`src/rtl/timer_pkg.sv`:
```
// Shared types and constants for the stopwatch controller (timer_ctrl).
package timer_pkg;

  localparam int TIMER_W = 16;

  typedef enum logic [1:0] {
    ST_IDLE  = 2'd0,
    ST_RUN   = 2'd1,
    ST_PAUSE = 2'd2,
    ST_DONE  = 2'd3
  } tc_state_t;

  // Command codes ordered by priority: a larger code wins when commands collide.
  typedef enum logic [2:0] {
    CMD_NONE  = 3'd0,
    CMD_LAP   = 3'd1,
    CMD_START = 3'd2,
    CMD_STOP  = 3'd3,
    CMD_CLEAR = 3'd4
  } tc_cmd_t;

  function automatic tc_cmd_t tc_cmd_pick(input logic clear, input logic stop,
                                          input logic start, input logic lap);
    tc_cmd_t cmd;
    cmd = CMD_NONE;
    if (clear)      cmd = CMD_CLEAR;
    else if (stop)  cmd = CMD_STOP;
    else if (start) cmd = CMD_START;
    else if (lap)   cmd = CMD_LAP;
    return cmd;
  endfunction

endpackage

```
`src/rtl/timer_ctrl_prescaler.sv`:
```
// Count-tick prescaler for timer_ctrl: counts 0..DIV-1 while running, flags the wrap.
module tick_prescaler #(
  parameter int unsigned DIV = 4
) (
  input  logic clk,
  input  logic rst,
  input  logic run,
  input  logic restart,
  output logic tick
);

  localparam int unsigned CW = (DIV > 1) ? $clog2(DIV) : 1;
  localparam logic [CW-1:0] LAST = CW'(DIV - 1);

  logic [CW-1:0] cnt_q, cnt_d;

  always_comb begin
    cnt_d = cnt_q;
    if (restart)
      cnt_d = '0;
    else if (run)
      cnt_d = (cnt_q == LAST) ? '0 : cnt_q + 1'b1;
  end

  always_ff @(posedge clk or negedge rst) begin
    if (!rst) cnt_q <= '0;
    else      cnt_q <= cnt_d;
  end

  assign tick = run & (cnt_q == LAST);

endmodule

```
`src/rtl/timer_ctrl.sv`:
```
// Stopwatch controller: RUN/PAUSE/DONE FSM, prescaled count strobe, limit stop, lap capture.
// Lap capture is built only when TIMER_CTRL_LAP_EN is defined; otherwise lap outputs are tied off.
module timer_ctrl
  import timer_pkg::*;
#(
  parameter int unsigned        DIV   = 4,
  parameter logic [TIMER_W-1:0] LIMIT = 16'd1000
) (
  input  logic               clk,
  input  logic               rst,
  input  logic               start,
  input  logic               stop,
  input  logic               lap,
  input  logic               clear,
  input  logic               t_valid,
  input  logic [TIMER_W-1:0] t_out,
  output logic               t_en,
  output logic               t_clr,
  output logic               busy,
  output logic               done,
  output logic [TIMER_W-1:0] lap_val,
  output logic               lap_stb
);

  tc_state_t state_q, state_d;
  logic      t_clr_q, t_clr_d;
  tc_cmd_t   cmd;
  logic      at_limit;
  logic      tick;
  logic      restart;

  assign cmd      = tc_cmd_pick(clear, stop, start, lap);
  assign at_limit = t_valid & (t_out == LIMIT);

  always_comb begin
    state_d = state_q;
    t_clr_d = 1'b0;
    case (cmd)
      CMD_CLEAR: begin
        state_d = ST_IDLE;
        t_clr_d = 1'b1;
      end
      CMD_STOP: begin
        if (state_q == ST_RUN) state_d = ST_PAUSE;
      end
      CMD_START: begin
        if (state_q != ST_RUN) begin
          state_d = ST_RUN;
          t_clr_d = (state_q != ST_PAUSE);
        end
      end
      default: ;
    endcase
    if ((state_q == ST_RUN) && (state_d == ST_RUN) && at_limit)
      state_d = ST_DONE;
  end

  always_ff @(posedge clk or negedge rst) begin
    if (!rst) begin
      state_q <= ST_IDLE;
      t_clr_q <= 1'b0;
    end else begin
      state_q <= state_d;
      t_clr_q <= t_clr_d;
    end
  end

  assign restart = (state_d == ST_RUN) && (state_q != ST_RUN);

  tick_prescaler #(.DIV(DIV)) u_prescaler (
    .clk     (clk),
    .rst     (rst),
    .run     (state_q == ST_RUN),
    .restart (restart),
    .tick    (tick)
  );

  // The timer clears while t_clr is high, so an increment in that cycle would be lost.
  assign t_en  = (state_q == ST_RUN) & tick & ~t_clr_q & (t_out != LIMIT);
  assign t_clr = t_clr_q;
  assign busy  = (state_q == ST_RUN);
  assign done  = (state_q == ST_DONE);

`ifdef TIMER_CTRL_LAP_EN
  logic [TIMER_W-1:0] lap_val_q, lap_val_d;
  logic               lap_stb_q, lap_stb_d;

  always_comb begin
    lap_val_d = lap_val_q;
    lap_stb_d = 1'b0;
    if ((cmd == CMD_LAP) && ((state_q == ST_RUN) || (state_q == ST_PAUSE))) begin
      lap_val_d = t_valid ? t_out : '0;
      lap_stb_d = 1'b1;
    end
  end

  always_ff @(posedge clk or negedge rst) begin
    if (!rst) begin
      lap_val_q <= '0;
      lap_stb_q <= 1'b0;
    end else begin
      lap_val_q <= lap_val_d;
      lap_stb_q <= lap_stb_d;
    end
  end

  assign lap_val = lap_val_q;
  assign lap_stb = lap_stb_q;
`else
  assign lap_val = '0;
  assign lap_stb = 1'b0;
`endif

endmodule
```
`config.mk`:
```
export PLATFORM = sky130hd
export DESIGN_NAME = timer_ctrl
export DESIGN_NICKNAME = d
export VERILOG_FILES = /design/src/rtl/timer_pkg.sv /design/src/rtl/timer_ctrl_prescaler.sv /design/src/rtl/timer_ctrl.sv
export SDC_FILE = /design/constraint.sdc
export NUM_CORES = 1
export LEC_CHECK = 0
export CORE_MARGIN = 5
export CORE_UTILIZATION = 33
export DETAILED_ROUTE_END_ITERATION = 6
export PLACE_DENSITY = 0.84
export SLEW_MARGIN = 20
export SYNTH_ARGS = -nofsm -noshare
export SYNTH_HDL_FRONTEND = slang
export SYNTH_SLANG_ARGS = --single-unit
```
`constraint.sdc`:
```
create_clock -name clk -period 5.25 [get_ports clk]
set_input_delay 1.575 -clock clk [delete_from_list [all_inputs] [get_ports clk]]
set_output_delay 1.575 -clock clk [all_outputs]
set_load 0.01 [all_outputs]
```
==> results.json <==
{
  "status": "finished, final reports clean",
  "hold_end": "u_prescaler.cnt_q[1]$_DFFE_PN0P_",
  "ctsHtreeMaxLevel": 1,
  "drt_iter0_drc": 7,
  "clk_path_buf_depth": 2,
  "leakagePower_nw": 0.332,
  "cts-root-buf": "clkbuf_4",
  "cp_num_cells": 5,
  "cts_resized": 0,
  "p_int_mw": 0.0984,
  "n_antenna_cell": 0,
  "vdd_ir_drop_max_mv": 0.0859,
  "power_density_nw_per_um2": 187,
  "crit_top_cell": "clkdlybuf4s50_1",
  "vias": 464,
  "grt_pass1_vias": 425,
  "layout_commonest_cell": "clkdlybuf4s50_1",
  "layout.nets": 116,
  "gp_congestion": 0.785,
  "ys_seq_area_frac": 0.246,
  "synth-seq-cells": 5,
  "reg2reg_from": "state_q[1]$_DFF_PN0_",
  "synth_edf_count": 0,
  "critPathKind": "in2out",
  "cap_violations": 0,
  "period_minus_slack_ns": 4.84,
  "placed_area_um2": 711,
  "p_switching_mw": 0.0394,
  "drt_wl_total_um": 1200,
  "critPathLaunchType": "input port",
  "layout_common_cells": "25 x clkdlybuf4s50_1, 17 x conb_1, 5 x ha_1, 5 x dfrtp_1, 4 x nand2b_1",
  "swShare": 0.286,
  "clock_sinks": 5,
  "r2r_cells": 6,
  "crit_buf_inv": 2,
  "hp-start": "u_prescaler.cnt_q[1]$_DFFE_PN0P_",
  "cpMaxStageDelayCell": "or4b_4",
  "crit_fanout": 2,
  "worstSkewPairLatency_ns": 0.24,
  "fmax_ghz": 0.206,
  "crit_required_ns": 3.68,
  "avgRoutedWirePerCell_um": 11.6,
  "yosysUniqueCellTypes": 24,
  "crit_chain": "clkdlybuf4s50_1, or4b_4, nor3_2, nor3_1, clkdlybuf4s50_1",
  "grt_antenna_before_repair": 0,
  "yosysTopAreaCell": "buf_4",
  "fp.dieW_um": 49.2,
  "r2r_slack_ns": 3.56,
  "syn_to_final_growth_pct": 45.1,
  "combPwrFrac": 0.324,
  "route.detailed.drc": 0,
  "grt-ovfl-total": 0,
  "setup_violations": 0,
  "async_flop_share": 1.00,
  "seq_power_share": 0.359,
  "grt_pass1_wl_um": 1780,
  "drt-vias-per-instance": 4.50,
  "r2r-end": "u_prescaler.cnt_q[0]$_DFFE_PN0P_",
  "coreArea_um2": 1490,
  "synth_top_area_share": 0.251,
  "min_path_cells": 2,
  "post-cts-setup-buffers": 0,
  "worstPathArrival_ns": 3.27,
  "synthFlopType": "dfrtp_1",
  "rsz0062_at_grt": "false",
  "fin_worst_skew_ns": 0.00114,
  "critPathTopFamily": "buffers and inverters",
  "ys_warn_count": 0,
  "num_io_pins": 44,
  "syn_area_per_cell_um2": 8.61,
  "worstSetupEndpointType": "output pin",
  "cpPeakStageDelay_ns": 0.53,
  "stdcell_area_um2": 737,
  "ant_nets": 0,
  "grt_max_degree": 9,
  "hp-class": "reg2reg",
  "synth.cell_area_um2": 508,
  "tritoncts": "done",
  "cts_buffers": 3,
  "row_count": 14,
  "first_pass_iters": 4,
  "setup_tns_ns": 0,
  "slew_violations": 0,
  "post-route-period-util": 0.923,
  "start_util": 0.341,
  "hold_viol_final": 0,
  "grt_usage": 0.0946,
  "path_clk_slew_ns": 0.04,
  "layout-drive-gt1-share": 0.0690,
  "pwr-share-clk": 0.317,
  "syn_inst": 59,
  "dieHeight_um": 49.2,
  "netlist_top_cells_area": "buf_4 25%, dfrtp_1 25%, ha_1 12%",
  "hold_buffers": 0,
  "hpwl_um": 1040,
  "dieArea_um2": 2420,
  "portBuffers": 25
}
registers in the layout, summed over array words and instances (netlist names):
signal	flops
t_clr	1
state_q	2
u_prescaler.cnt_q	2
worst max-delay path by stage:
stage                     startpoint    to  slack, ns
after floorplan             t_out[1]  t_en       1.31
after global placement      t_out[1]  t_en       0.40
after detailed placement    t_out[1]  t_en       0.40
after CTS                   t_out[1]  t_en       0.40
after global routing       t_out[10]  t_en       0.35
final                       t_out[1]  t_en       0.41
power groups by stage:
stage | registers (mW) | logic, mW | clock network, mW
2_1_floorplan | 0.0493 | 0.0304 | 0
3_3_place_gp | 0.0495 | 0.0428 | 0
3_5_place_dp | 0.0499 | 0.0447 | 0
4_1_cts | 0.0494 | 0.0448 | 0.0461
5_1_grt | 0.0500 | 0.0502 | 0.0471
6_report | 0.0494 | 0.0446 | 0.0437
area by class of cell:
| type | count | area (µm²) |
|---|---|---|
| Clock buffer | 4 | 26.3 |
| Tap cell | 16 | 20.0 |
| Multi-Input combinational cell | 50 | 304 |
| Timing Repair Buffer | 25 | 250 |
| Inverter | 3 | 11.3 |
| Fill cell | 148 | 752 |
| Sequential cell | 5 | 125 |
routing by layer:
metal,GRT usage,vias up,wire [µm]
li1,-,225,-
met1,0.0874,218,396
met2,0.174,19,686
met3,0.0336,2,96
met4,0.0538,0,20
met5,0,-,0
worst register-to-register path: stages (launching register included):
cell and delay, ns:
dfrtp_1 0.42, inv_1 0.09, ha_1 0.28, nand2b_1 0.22, a21o_1 0.19, a211oi_1 0.24, o21ai_0 0.14
kinds of logic after synthesis:
group / after synthesis / synth area share
simple gates: 21 / 0.254
compound gates: 7 / 0.0961
flops: 5 / 0.246
other cells: 1 / 0.00738
fa+ha+maj: 5 / 0.123
buf+inv: 20 / 0.273
synth_stat cells (all sizes together) (2+ instances only):
| cell type | n |
|---|---|
| buf | 17 |
| dfrtp | 5 |
| ha | 5 |
| nand2b | 4 |
| inv | 3 |
| nand2 | 3 |
| nor2 | 3 |
| nor3 | 3 |
| o21ai | 2 |
through the flow:
step                hold slack (ns)  std cells   util  power [mW]  setup WS (ns)
detailed placement            0.552         99  0.477      0.0946          0.401
floorplan                     0.521         75      -      0.0796           1.31
global placement              0.542         99  0.477      0.0923          0.395
CTS                           0.558        103  0.495       0.140          0.395
finish                        0.556        103  0.495       0.138          0.406
global route                  0.615        103  0.495       0.147          0.345
(Power assumes the default switching activity.)
